**config.mk**
```make
export PLATFORM = sky130hd
export DESIGN_NAME = conv_window_index_gen
export DESIGN_NICKNAME = d
export VERILOG_FILES = /design/src/rtl/conv_idx_pkg.sv /design/src/rtl/idx_wrap_counter.sv /design/src/rtl/conv_window_index_gen.sv
export SDC_FILE = /design/constraint.sdc
export NUM_CORES = 1
export LEC_CHECK = 0
export ABC_CLOCK_PERIOD_IN_PS = 2450
export CAP_MARGIN = 20
export CORE_MARGIN = 2
export CORE_UTILIZATION = 46
export CTS_CLUSTER_DIAMETER = 30
export CTS_CLUSTER_SIZE = 30
export DETAILED_ROUTE_END_ITERATION = 6
export HOLD_SLACK_MARGIN = 0.02
export PLACE_DENSITY = 0.76
export SETUP_SLACK_MARGIN = 0.5
export SYNTH_ARGS = -nofsm -noshare
export SYNTH_HDL_FRONTEND = slang
export SYNTH_SLANG_ARGS = --single-unit
```
**constraint.sdc**
```tcl
create_clock -name clock -period 2.45 [get_ports clock]
set_input_delay 0.735 -clock clock [delete_from_list [all_inputs] [get_ports clock]]
set_output_delay 0.735 -clock clock [all_outputs]
set_load 0.02 [all_outputs]
```
**src/rtl/conv_idx_pkg.sv**
```systemverilog
// ============================================================================
// Module      : conv_idx_pkg
// Description : Shared state encoding and output-dimension helper for the
//               convolution window index generator.
// Revision    : 1.0 - initial release
// ============================================================================
`default_nettype none

package conv_idx_pkg;

  typedef enum logic [1:0] {
    IDLE = 2'd0,
    RUN  = 2'd1,
    DONE = 2'd2
  } state_t;

  // A zero stride is rejected at elaboration; return 1 so the division stays legal.
  function automatic int out_dim(input int in_dim, input int k, input int s, input int p);
    if (s <= 0) return 1;
    return (in_dim + 2 * p - k) / s + 1;
  endfunction

endpackage

`default_nettype wire

```
**src/rtl/idx_wrap_counter.sv**
```systemverilog
// ============================================================================
// Module      : idx_wrap_counter
// Description : Counter from 0 to MAX that wraps to 0 on increment at MAX.
// Revision    : 1.0 - initial release
// ============================================================================
`default_nettype none

module idx_wrap_counter #(
  parameter int MAX       = 2,
  parameter int WIDTH_BIT = 8
) (
  input  logic                 clock,
  input  logic                 reset,
  input  logic                 clear,
  input  logic                 inc,
  output logic [WIDTH_BIT-1:0] count,
  output logic                 at_max
);

  localparam logic [WIDTH_BIT-1:0] c_max = WIDTH_BIT'(MAX);
  localparam logic [WIDTH_BIT-1:0] c_one = WIDTH_BIT'(1);

  logic [WIDTH_BIT-1:0] r_count;

  always_ff @(posedge clock) begin
    if (reset || clear) begin
      r_count <= '0;
    end else if (inc) begin
      r_count <= at_max ? '0 : r_count + c_one;
    end
  end

  assign at_max = (r_count == c_max);
  assign count  = r_count;

endmodule

`default_nettype wire

```
**src/rtl/conv_window_index_gen.sv**
```systemverilog
// ============================================================================
// Module      : conv_window_index_gen
// Description : Walks every KxK window of a feature map, emitting output,
//               kernel and input coordinates under valid/ready.
//               CONV_IDX_PAD_EN enables zero-padding support and the pad port.
// Revision    : 1.0 - initial release
// ============================================================================
`default_nettype none

module conv_window_index_gen
  import conv_idx_pkg::*;
#(
  parameter int IN_ROWS   = 4,
  parameter int IN_COLS   = 4,
  parameter int K_SIZE    = 3,
  parameter int STRIDE    = 1,
  parameter int PAD       = 0,
  parameter int WIDTH_BIT = 8
) (
  input  logic                 clock,
  input  logic                 reset,
  input  logic                 start,
  output logic                 busy,
  output logic                 done,
  output logic                 valid,
  input  logic                 ready,
  output logic [WIDTH_BIT-1:0] out_r,
  output logic [WIDTH_BIT-1:0] out_c,
  output logic [WIDTH_BIT-1:0] k_i,
  output logic [WIDTH_BIT-1:0] k_j,
  output logic [WIDTH_BIT-1:0] in_r,
  output logic [WIDTH_BIT-1:0] in_c,
  output logic                 win_last,
  output logic                 frame_last
`ifdef CONV_IDX_PAD_EN
  ,
  output logic                 pad
`endif
);

`ifdef CONV_IDX_PAD_EN
  localparam int c_pad = PAD;
`else
  localparam int c_pad = 0;
  if (PAD != 0) begin : g_warn_pad
    $warning("conv_window_index_gen: PAD ignored without CONV_IDX_PAD_EN");
  end
`endif

  localparam int c_out_rows = out_dim(IN_ROWS, K_SIZE, STRIDE, c_pad);
  localparam int c_out_cols = out_dim(IN_COLS, K_SIZE, STRIDE, c_pad);

  if (K_SIZE > IN_ROWS + 2 * c_pad || K_SIZE > IN_COLS + 2 * c_pad) begin : g_err_ksize
    $error("conv_window_index_gen: kernel larger than padded input");
  end
  if (STRIDE == 0) begin : g_err_stride
    $error("conv_window_index_gen: STRIDE must be non-zero");
  end
  if (longint'(IN_ROWS + 2 * c_pad - 1) >= (64'd1 << WIDTH_BIT) ||
      longint'(IN_COLS + 2 * c_pad - 1) >= (64'd1 << WIDTH_BIT)) begin : g_err_width
    $error("conv_window_index_gen: padded coordinates exceed WIDTH_BIT");
  end

  state_t r_state, w_state_next;

  logic [WIDTH_BIT-1:0] w_kj, w_ki, w_oc, w_or;
  logic w_kj_max, w_ki_max, w_oc_max, w_or_max;
  logic w_beat, w_clear, w_all_max;

  assign w_beat    = (r_state == RUN) && ready;
  assign w_clear   = (r_state != RUN);
  assign w_all_max = w_kj_max && w_ki_max && w_oc_max && w_or_max;

  // Kernel column is innermost; each carry fires only when the lower counter wraps.
  idx_wrap_counter #(.MAX(K_SIZE - 1), .WIDTH_BIT(WIDTH_BIT)) u_cnt_kj (
    .clock(clock), .reset(reset), .clear(w_clear), .inc(w_beat),
    .count(w_kj), .at_max(w_kj_max)
  );
  idx_wrap_counter #(.MAX(K_SIZE - 1), .WIDTH_BIT(WIDTH_BIT)) u_cnt_ki (
    .clock(clock), .reset(reset), .clear(w_clear), .inc(w_beat && w_kj_max),
    .count(w_ki), .at_max(w_ki_max)
  );
  idx_wrap_counter #(.MAX(c_out_cols - 1), .WIDTH_BIT(WIDTH_BIT)) u_cnt_oc (
    .clock(clock), .reset(reset), .clear(w_clear), .inc(w_beat && w_kj_max && w_ki_max),
    .count(w_oc), .at_max(w_oc_max)
  );
  idx_wrap_counter #(.MAX(c_out_rows - 1), .WIDTH_BIT(WIDTH_BIT)) u_cnt_or (
    .clock(clock), .reset(reset), .clear(w_clear),
    .inc(w_beat && w_kj_max && w_ki_max && w_oc_max),
    .count(w_or), .at_max(w_or_max)
  );

  always_ff @(posedge clock) begin
    if (reset) begin
      r_state <= IDLE;
    end else begin
      r_state <= w_state_next;
    end
  end

  always_comb begin
    w_state_next = r_state;
    valid        = 1'b0;
    busy         = 1'b0;
    done         = 1'b0;
    case (r_state)
      IDLE: begin
        if (start) w_state_next = RUN;
      end
      RUN: begin
        valid = 1'b1;
        busy  = 1'b1;
        if (ready && w_all_max) w_state_next = DONE;
      end
      DONE: begin
        done         = 1'b1;
        busy         = 1'b1;
        w_state_next = IDLE;
      end
      default: w_state_next = IDLE;
    endcase
  end

  assign out_r      = w_or;
  assign out_c      = w_oc;
  assign k_i        = w_ki;
  assign k_j        = w_kj;
  assign in_r       = WIDTH_BIT'(int'(w_or) * STRIDE + int'(w_ki));
  assign in_c       = WIDTH_BIT'(int'(w_oc) * STRIDE + int'(w_kj));
  assign win_last   = valid && w_kj_max && w_ki_max;
  assign frame_last = valid && w_all_max;

`ifdef CONV_IDX_PAD_EN
  assign pad = valid && (int'(in_r) < c_pad || int'(in_r) >= IN_ROWS + c_pad ||
                         int'(in_c) < c_pad || int'(in_c) >= IN_COLS + c_pad);
`endif

endmodule

`default_nettype wire

```
======== Yosys cells after proc, flatten, opt, wreduce, memory -nomap -nowiden ========
Index checks and enable logic that the tools add are counted.
operators by class
  $add $sub $neg .......................... 6
  equal/unequal tests ..................... 9
  mux-type cells .......................... 10
  reductions and logical operators ........ 15
operators by type and width
  kind                                                    number
  adder 8 x 1 -> 8 bit (second input constant)            4
  two-way mux 8 bit                                       4
  adder 8 bit                                             2
  == test 8 x 1 -> 1 bit (second input constant)          2
  == test 8 x 2 -> 1 bit (second input constant)          2
  logical AND 1 bit                                       11
  two-way mux 2 bit                                       2
  inequality test 2 x 1 -> 1 bit (second input constant)  2
  case mux 2 bit (2 select lines)                         1
  two-way mux 1 bit                                       3
  == test 2 x 1 -> 1 bit (second input constant)          1
  == test 2 bit (second input constant)                   1
  zero test 2 bit                                         1
  inequality test 2 bit (second input constant)           1
  AND reduction 2 bit                                     1
  OR reduction 2 bit                                      1
  logical OR 1 bit                                        1
storage, ports and cells
  register bits ........................... 34
  bits of input ports ..................... 4
  output and inout bits ................... 53
  word-level logic and storage cells ...... 45

======== Depth between registers and ports, before layout ========
Gate-level depths: netlist (run 1).
  word-level depth ........................ 7
  mapped depth ............................ 9
  gate-level depth less buffers ........... 6

======== Cells and area by module ========
A second synthesis (run 1) with hierarchy kept.
unflattened totals
  cell total of the unflattened synthesis .. 273
  area total of the unflattened synthesis .. 2384.8 sq um
modules (own cells, without submodules)
  module                 instances  cells an instance  area each (sq um)
  idx_wrap_counter       4          43                 396.6
  conv_window_index_gen  1          101                798.3

======== Worst setup path after synthesis (run 1) ========
No wires, ideal clock.
  path kind ............................... register -> output
  start ................................... reg u_cnt_ki.r_count[0] (netlist: u_cnt_ki.count[0])
  end ..................................... out in_r[6]
  data arrival time ....................... 1999 ps
  required time ........................... 1715 ps
  path slack .............................. -284 ps
  stages on the path, launching flop included .. 7
  path through ............................ dfxtp_1 -> ha_1 -> fa_1 -> a21o_1 -> a21oi_1 -> or4b_2 -> o2111ai_1
on the way
  cells in the longest elaborated chain, start to end .. 1
ends and longest elaborated chain
  item                    line                          RTL
  from (decl)             idx_wrap_counter.sv:23        logic [WIDTH_BIT-1:0] r_count;
  from (signal assigned)  idx_wrap_counter.sv:29        r_count <= at_max ? '0 : r_count + c_one;
  adder 8 bit             conv_window_index_gen.sv:128  assign in_r = WIDTH_BIT'(int'(w_or) * STRIDE + int'(w_ki));
  to (decl)               conv_window_index_gen.sv:31   output logic [WIDTH_BIT-1:0] in_r,
No other way between the ends.

======== Worst setup path after layout (run 1) ========
  start ................................... reg u_cnt_oc.r_count[0] (netlist: u_cnt_oc.count[0])
  end ..................................... out in_c[6]
on the way
  cells in the longest elaborated chain, start to end .. 1
ends and longest elaborated chain
  item                    line                          RTL
  from (decl)             idx_wrap_counter.sv:23
  from (signal assigned)  idx_wrap_counter.sv:29
  adder 8 bit             conv_window_index_gen.sv:129  assign in_c = WIDTH_BIT'(int'(w_oc) * STRIDE + int'(w_kj));
  to (decl)               conv_window_index_gen.sv:32   output logic [WIDTH_BIT-1:0] in_c,
No other way between the ends.

==> run metrics, run 1 <==
clock sinks=34; Worst Setup End Kind=output port; # IOs=57; Final nets=497; Buffers on Ports=56; Yosys top cell by area=dfxtp_1; Design Power=0.00157 W; Final WS setup=-364 ps; clock period minus worst slack=2810 ps; Clock Skews=14.3 ps; Num CTS Buffers=5; hold_buf cts=0; Max clock buf depth=2; Mapped Cells=311; DR vias/cell=6.31; final-report setup violation count=11; pre-CTS WS=-386 ps; fin. max-slew vios=0; largest net degree at the start of global routing=16; Syn Area/Cell=8.42 um2; crit path cell chain=ha_4 > fa_2 > a21o_1 > a21oi_2 > or4b_4 > nand4_1 > buf_4; total gr overflow=0; Area contributors post-synth=dfxtp_1 (26%), ha_1 (12%), nand2_1 (4.3%), xor2_1 (4.0%), a21oi_1 (3.4%); final hold violation count=0; mux share of post-synthesis cell area=0.00764; placed inst area=4090 um2; Synth Area in Adders=0.140; post-synth top area share=0.260; failing checks=negative setup slack; setup slack on the worst flop-to-flop path=190 ps; DP Wirelength=6300 um; hold crit path type=register to register; Post-Synthesis Cell Area=2620 um2; Rows=27; # diodes=0; routed len/inst=22.7 um; critical path fanouts, max=3; CORE AREA=5510 um2; Slew @ Worst Pin=400 ps; Crit Path Category=register to output port; synth warn=0; PwrDens=330 nW/um2; initial core utilization=0.476; synth unique cells=53; Crit path arrival time=2080 ps; Max-Cap Viols=0; status=complete, but fails checks; startpoint types=register; Final Cycle Share=1.15; share of cells above drive strength 1=0.545; LEAKAGE=2.06 nW; Post-synth EDFFs=0; post-route ant nets=0; xor/xnor share of the synthesized area=0.0736; first-pass GRT wire length=15300 um; Syn Nets=343; Max-slew headroom=0.730; Die H=79.5 um; drt first-iter violations=291; Root Driver=clkbuf_8; commonest register cell after synthesis=dfxtp_1; H-Tree Depth=2; first-pass iteration count of the detailed router=4; initial antenna violation count=0; synthesis-to-layout area growth=82.0%; Synth Area in Simple Gates=0.296; f_max=355 MHz; slowest CP cell=or4b_4; Design Area, Final=4770 um2; Die W=79.5 um; clk_lat worst skew=310 ps; Final Wtd Congestion=0.870; asr flop ratio synth=0; CTS tree=yes; RSZ-0062 raised after global routing=yes; DRC viols=0; detailed-route via count=3393; Total GRT Usage=0.311; full die area=6310 um2; Routed WL=12200 um; Req. time, crit path=1710 ps; largest family of logic cells by synthesized area=simple AND/OR/NAND/NOR gates; Worst-path clk slew=90 ps; vias in the first global route=3058; largest stage delay on the critical path=530 ps; sequential area share after synthesis=0.260; VDD IR max=0.400 mV; Compound-Gate Fraction of Synth Area=0.177; FF+latch count, synth=34
-- power breakdown --
part	switching (W)	internal, W	total [W]
combinational	0.000246	0.000174	0.000421
sequential	0.0000156	0.000551	0.000567
clock	0.000257	0.000326	0.000583
total	0.000519	0.00105	0.00157
-- worst paths after layout --
path	start	endpoint	depth (start not counted)
hold reg to reg	r_state[1]	r_state[1]	2
setup / recovery	u_cnt_oc.count[0]	in_c[6]	7
hold / removal	r_state[1]	r_state[1]	2
setup reg to reg	u_cnt_kj.count[0]	r_state[1]	12
-- what timing repair did --
| action | 4_1_cts | 5_1_grt |
|---|---|---|
| setup buffers | 10 | 13 |
| resized for setup | 194 | 68 |
| pin swaps | 32 | 25 |
| gates cloned | 1 | 0 |
| setup endpoints to repair | 87 | 62 |
| hold endpoints to repair | 0 | 0 |
-- cell usage in the layout (no fill, tap or decap), types with 5 or more instances in the layout --
cell type       n
a21oi_2        11
dlygate4sd2_1  25
inv_1          11
o21ai_0         7
xnor2_1         5
dfxtp_2         9
or3_1           5
a211oi_2        5
ha_4           14
xnor2_2         5
ha_1           11
nor3_1          7
nand4_1        11
dfxtp_4        15
xor2_1         11
dfxtp_1        10
o211ai_1        7
clkbuf_8        5
a21oi_1         6
nor2_1         21
nand2_1        27
buf_6          29
buf_2           5
buf_4          86
nand3_1         7
-- metal layers --
layer,global-route usage,up-vias,share of wire
li1,-,1468,-
met1,0.367,1606,0.38
met2,0.563,243,0.48
met3,0.0452,76,0.070
met4,0.121,0,0.069
met5,0,-,0
-- worst max-delay path, delay by kind of cell (launching register included) --
family | cells | cell delay (ps)
AO/OA/AOI/OAI | 2 | 240
adder cells (fa/ha/maj) | 2 | 360
buffers and inverters | 1 | 140
flip-flops | 1 | 380
AND/OR/NAND/NOR | 2 | 640
-- cell families (layout without fill, tap and decap cells) --
group                      after synthesis  in the layout
AOI/OAI and AO/OA                       66             66
xor gates and xnor gates                22             22
adders and majority gates               28             28
buffers and inverters                   28            182
DFF                                     34             34
muxes                                    2              2
and+or+nand+nor                        131            132
-- Yosys cell counts (9+ instances only) --
cell	count
a21oi_1	18
dfxtp_1	34
ha_1	26
inv_1	16
nand2_1	30
nand3_1	9
nand4_1	11
nor2_1	24
nor3_1	10
xnor2_1	10
xor2_1	12
-- sequential cells by signal, indices dropped and copies added, names as in the netlist --
signal and cells:
r_state 2, u_cnt_kj.count 8, u_cnt_oc.count 8, u_cnt_ki.count 8
u_cnt_or.count 8
-- stage by stage --
stage | std cells | setup TNS [ps] | util | hold slack, ps
2_1_floorplan | 311 | 0 | - | 487
3_3_place_gp | 506 | -2880 | 0.742 | 519
3_5_place_dp | 506 | -3480 | 0.742 | 525
4_1_cts | 525 | -1590 | 0.809 | 549
5_1_grt | 538 | -3060 | 0.866 | 549
6_report | 538 | -2430 | 0.866 | 529
-- final cells by class --
type                    count  area, um2
clock buffers               7        119
clock inverters             1       8.76
fillers                   261        739
inverters                  16       65.1
multi-input cells         250       2380
flip-flops and latches     34        748
well taps                  72       90.1
repair buffers            158       1360
Note: power is estimated with default switching activity, not from simulation.
==> inputs of run 2 (changes only) <==
--- a/config.mk
+++ b/config.mk
@@ -14,6 +14,7 @@
 export DETAILED_ROUTE_END_ITERATION = 6
 export HOLD_SLACK_MARGIN = 0.02
 export PLACE_DENSITY = 0.76
+export REMOVE_ABC_BUFFERS = 1
 export SETUP_SLACK_MARGIN = 0.5
 export SYNTH_ARGS = -nofsm -noshare
 export SYNTH_HDL_FRONTEND = slang
==> run 2 against run 1 <==
The flow still finishes with violations (negative setup slack); sequential power rose by 2%; cell count rose by 0.19%; clock skew fell by 2.9 ps; critical path depth did not move; count of clock-buffer cells in the layout fell by 2; flip-flop and latch count did not move; worst setup slack improved by 82 ps; maximum frequency rose by 3.0%; global-route usage fell by 0.68 points; non-clock buffer count rose by 1; combinational power fell by 14%.
==> run metrics, run 2 (synthesis gave the netlist of run 1 again) <==
Crit path arrival time=2000 ps (-80 ps); full die area=6310 um2 (unchanged); Routed WL=10900 um (-11%); clock period minus worst slack=2730 ps (-82.3 ps); Num CTS Buffers=5 (unchanged); WL met2=5490 um (-6.9%); PwrDens=328 nW/um2 (-0.34%); Final WS setup=-282 ps (+82.3 ps); final hold violation count=0 (unchanged); RSZ-0062 raised after global routing=yes; Final Cycle Share=1.12 (-0.0336); Root Driver=clkbuf_8; detailed-route via count=3214 (-5.3%); CORE AREA=5510 um2 (unchanged); initial core utilization=0.476 (unchanged); Clock Skews=11.4 ps (-2.86 ps); fin. max-slew vios=0 (unchanged); clock sinks=34 (unchanged); first-pass iteration count of the detailed router=5 (+1); Design Power=0.00149 W (-5.3%); worst reg2reg path depth=9 (-3); Slew @ Worst Pin=366 ps (-34.0 ps); drt first-iter violations=284 (-2.4%); Crit Path Category=register to output port; initial antenna violation count=0 (unchanged); first-pass GRT wire length=14900 um (-2.8%); most frequent cells in the layout=buf_4 (99), nand2_1 (27), nor2_1 (22); Max clock buf depth=2 (unchanged); Total GRT Usage=0.304 (-0.00676); DP Wirelength=6040 um (-4.1%); Final Wtd Congestion=0.869 (-0.16%); hold_buf cts=0 (unchanged); Max-slew headroom=0.754 (+0.0237); clk_lat worst skew=310 ps (about the same); Buffers on Ports=56 (unchanged); Max-Cap Viols=0 (unchanged); DR vias/cell=5.96 (-5.5%); status=complete, but fails checks; vias in the first global route=2980 (-2.6%); routed len/inst=20.2 um (-11%); DRC viols=0 (unchanged); critical path fanouts, max=2 (-1); TNS Setup=-2270 ps (+163 ps); hold slack=509 ps (-20.0 ps); post-route ant nets=0 (unchanged); startpoint types=register; Die H=79.5 um (unchanged); hold path cells=2 (unchanged); most common cell after layout, fill and taps aside=buf_4; CTS tree=yes; dpl cells=510 (+0.79%); Rows=27 (unchanged); f_max=366 MHz (+3.0%); VDD IR max=0.370 mV (-7.5%); share of cells above drive strength 1=0.488 (-0.0568); uppermost layer routed=met4; Non-Filler Instances=539 (+0.19%); total gr overflow=0 (unchanged); hold crit path type=register to register; # diodes=0 (unchanged); Die W=79.5 um (unchanged); synthesis-to-layout area growth=72.9%; Req. time, crit path=1710 ps (about the same); largest net degree at the start of global routing=16 (unchanged); Worst Setup End Kind=output port; H-Tree Depth=2 (unchanged); LEAKAGE=1.93 nW (-6.0%); Worst-path clk slew=80 ps (about the same); metal1 wirelength=4220 um (-8.3%); # IOs=57 (unchanged); Final nets=498 (+0.20%); final-report setup violation count=12 (+1); failing checks=negative setup slack; metal3 WL=706 um (-17%)
[run 2: cell types whose count changed in the layout (fill, tap and decap cells not counted), moves of 4 or more]
| cell | before | now |
|---|---|---|
| a211oi_1 | 0 | 5 |
| a211oi_2 | 5 | 0 |
| a21oi_2 | 11 | 7 |
| buf_4 | 86 | 99 |
| buf_6 | 29 | 18 |
| clkdlybuf4s15_1 | 3 | 11 |
| dfxtp_1 | 10 | 18 |
| dfxtp_4 | 15 | 7 |
| dlygate4sd2_1 | 25 | 17 |
| ha_4 | 14 | 10 |
[run 2: layout make-up]
| class | count | area [um2] |
|---|---|---|
| clock buffer | 5 | 68.8 |
| clock inverter | 3 | 45.0 |
| multi-input combinational | 250 | 2240 |
| sequential | 34 | 718 |
| fill | 299 | 978 |
| timing repair buffer | 159 | 1300 |
| inverter | 16 | 62.6 |
| tap | 72 | 90.1 |
[run 2: routing by layer]
metal,track usage,vias to the layer above
met5,0,-
met4,0.140,0
met3,0.0611,41
met2,0.543,180
met1,0.347,1525
li1,-,1468
[run 2: power by group]
group	switching (W)	internal (W)	total (W)	leakage (nW)
Combinational	0.000211	0.000152	0.000363	1.60
Sequential	0.0000130	0.000563	0.000576	0.284
Clock	0.000246	0.000303	0.000549	0.0504
[run 2: path summary, 6_finish.rpt]
kind	from	end	slack, ps
hold reg to reg	r_state[1]	r_state[1]	510
setup / recovery	u_cnt_ki.count[0]	in_r[6]	-280
setup reg to reg	u_cnt_ki.count[0]	r_state[1]	210
hold / removal	r_state[1]	r_state[1]	510
[run 2: timing repair]
| item | 4_1_cts | 5_1_grt |
|---|---|---|
| buffers inserted | 10 | 9 |
| endpoints found under the hold margin | 0 | 0 |
| gates cloned | 0 | 2 |
| endpoints found under the setup margin | 87 | 71 |
| gates resized for setup | 212 | 72 |
| pin swaps | 22 | 21 |
[run 2: worst max-delay path: stages, from the launching register on]
cell and delay, ps:
dfxtp_2 380, ha_4 160, fa_2 210, a21o_1 130, a21oi_2 60, or4b_4 480
o2111ai_2 110, buf_6 150
[run 2: per-stage QoR]
| step | utilization | area (um2) | worst slack, ps |
|---|---|---|---|
| after floorplan | - | 2560 | -403 |
| after global placement | 0.696 | 3830 | -500 |
| after detailed placement | 0.696 | 3830 | -566 |
| after CTS | 0.773 | 4260 | -209 |
| after global routing | 0.822 | 4530 | -346 |
| final | 0.822 | 4530 | -282 |
==> inputs of run 3 (changes only) <==
--- a/config.mk
+++ b/config.mk
@@ -7,7 +7,7 @@
 export LEC_CHECK = 0
 export ABC_CLOCK_PERIOD_IN_PS = 2450
 export CAP_MARGIN = 20
-export CORE_MARGIN = 2
+export CORE_MARGIN = 1.5
 export CORE_UTILIZATION = 46
 export CTS_CLUSTER_DIAMETER = 30
 export CTS_CLUSTER_SIZE = 30
==> run 3 against run 2 <==
Clock power down 18%; via count up 1.9%; combinational power down 2%; global-route usage down 0.83 points; core utilization down 0.16 points; largest cell class unchanged; flip-flop and latch count unchanged; worst setup slack better by 25 ps; register-to-register slack about the same; clock skew down 5.0 ps; the run still ends with negative setup slack left; non-clock buffer count down 6; die area down 2.5%; power down 6.7%.
==> run metrics, run 3 (synthesis gave the netlist of run 1 again) <==
most frequent cells in the layout=buf_4 (87), nand2_1 (28), dlygate4sd2_1 (24), buf_6 (24), nor2_1 (21); Final Cycle Share=1.10 (-0.0103); Max-Cap Viols=0 (unchanged); RSZ-0062 raised after global routing=yes; Design Power=0.00139 W (-6.7%); synthesis-to-layout area growth=72.6%; f_max=369 MHz (+0.93%); fin. max-slew vios=0 (unchanged); clk_lat worst skew=300 ps (about the same); clock sinks=34 (unchanged); Max clock buf depth=2 (unchanged); met3 usage=0.0558 (-0.00527); detailed-route via count=3276 (+1.9%); pre-CTS WS=-549 ps (+16.8 ps); # diodes=0 (unchanged); met2 Use GR=0.534 (-0.00894); largest net degree at the start of global routing=16 (unchanged); hold slack=533 ps (+23.9 ps); Crit Path Category=register to output port; drt first-iter violations=302 (+6.3%); H-Tree Depth=2 (unchanged); failing checks=negative setup slack; gr busiest metal=met2; Die W=78.5 um (-1.3%); Num CTS Buffers=5 (unchanged); DP Wirelength=5910 um (-2.1%); share of cells above drive strength 1=0.492 (+0.00419); first-pass GRT wire length=14400 um (-3.2%); Req. time, crit path=1710 ps (about the same); routed len/inst=20.0 um (-0.60%); final-report setup violation count=10 (-2); setup slack on the worst flop-to-flop path=210 ps (about the same); initial antenna violation count=0 (unchanged); vias in the first global route=2945 (-1.2%); first-pass iteration count of the detailed router=5 (unchanged); DRC viols=0 (unchanged); status=complete, but fails checks; # IOs=57 (unchanged); Worst-path clk slew=70 ps (about the same); grt met1 use=0.336 (-0.0105); PwrDens=307 nW/um2 (-6.5%); DR vias/cell=6.15 (+3.1%); post-route ant nets=0 (unchanged); Final nets=492 (-1.2%); LEAKAGE=1.93 nW (-0.32%); Clock Skews=6.42 ps (-5.00 ps); Routed WL=10700 um (-1.7%); CTS tree=yes; hold_buf cts=0 (unchanged); startpoint types=register; total gr overflow=0 (unchanged); Final Wtd Congestion=0.855 (-1.6%); Final WS setup=-257 ps (+25.3 ps); Total GRT Usage=0.296 (-0.00825); Slew @ Worst Pin=514 ps (+147 ps); most common cell after layout, fill and taps aside=buf_4; dpl cells=505 (-0.98%); full die area=6150 um2 (-2.5%); initial core utilization=0.476 (unchanged); Crit path arrival time=1970 ps (-30 ps); clock period minus worst slack=2710 ps (-25.3 ps); Root Driver=clkbuf_8; TNS Setup=-1760 ps (+508 ps); Buffers on Ports=56 (unchanged); CORE AREA=5510 um2 (unchanged); Max-slew headroom=0.657 (-0.0964); hold crit path type=register to register; final hold violation count=0 (unchanged); Worst Setup End Kind=output port; VDD IR max=0.348 mV (-5.9%); Non-Filler Instances=533 (-1.1%); critical path fanouts, max=2 (unchanged); Die H=78.5 um (-1.3%); Rows=27 (unchanged)
-- run 3: report_power, final --
part           internal (W)  switching (W)  leakage (nW)
registers          0.000562      0.0000195         0.285
clock network      0.000226       0.000224        0.0472
logic              0.000151       0.000205          1.59
-- run 3: worst paths after layout --
| path | end | start | depth (start not counted) |
|---|---|---|---|
| max | in_c[6] | u_cnt_kj.count[0] | 8 |
| max reg2reg | r_state[1] | u_cnt_ki.count[0] | 9 |
| min | r_state[1] | r_state[1] | 2 |
| min reg2reg | r_state[1] | r_state[1] | 2 |
-- run 3: per-stage QoR --
step            util  cell area, um2
2_1_floorplan      -            2560
3_3_place_gp   0.689            3790
3_5_place_dp   0.689            3790
4_1_cts        0.758            4180
5_1_grt        0.821            4520
6_report       0.821            4520
-- run 3: per-layer routing --
metal	wire length (um)	vias to the layer above
met2	5360	199
met3	664	53
met4	537	0
li1	-	1453
met5	0	-
met1	4120	1571
-- run 3: final cells by class --
type,instances,area (um2)
multi-input cells,250,2280
repair buffers,153,1270
fillers,314,987
flip-flops and latches,34,723
well taps,72,90.1
clock buffers,6,82.6
inverters,16,62.6
clock inverters,2,12.5
-- run 3: timing repair --
| action | 4_1_cts | 5_1_grt |
|---|---|---|
| pin swaps | 26 | 30 |
| setup endpoints to repair | 86 | 61 |
| resized for setup | 202 | 81 |
| setup buffers | 10 | 9 |
| cloned | 1 | 0 |
-- run 3: critical path, stage by stage, from the launching register on --
cell,delay [ps]
dfxtp_4,360
ha_4,160
fa_2,360
a21o_1,200
a21oi_2,150
buf_4,140
o211ai_1,80
nand4_1,100
buf_6,130
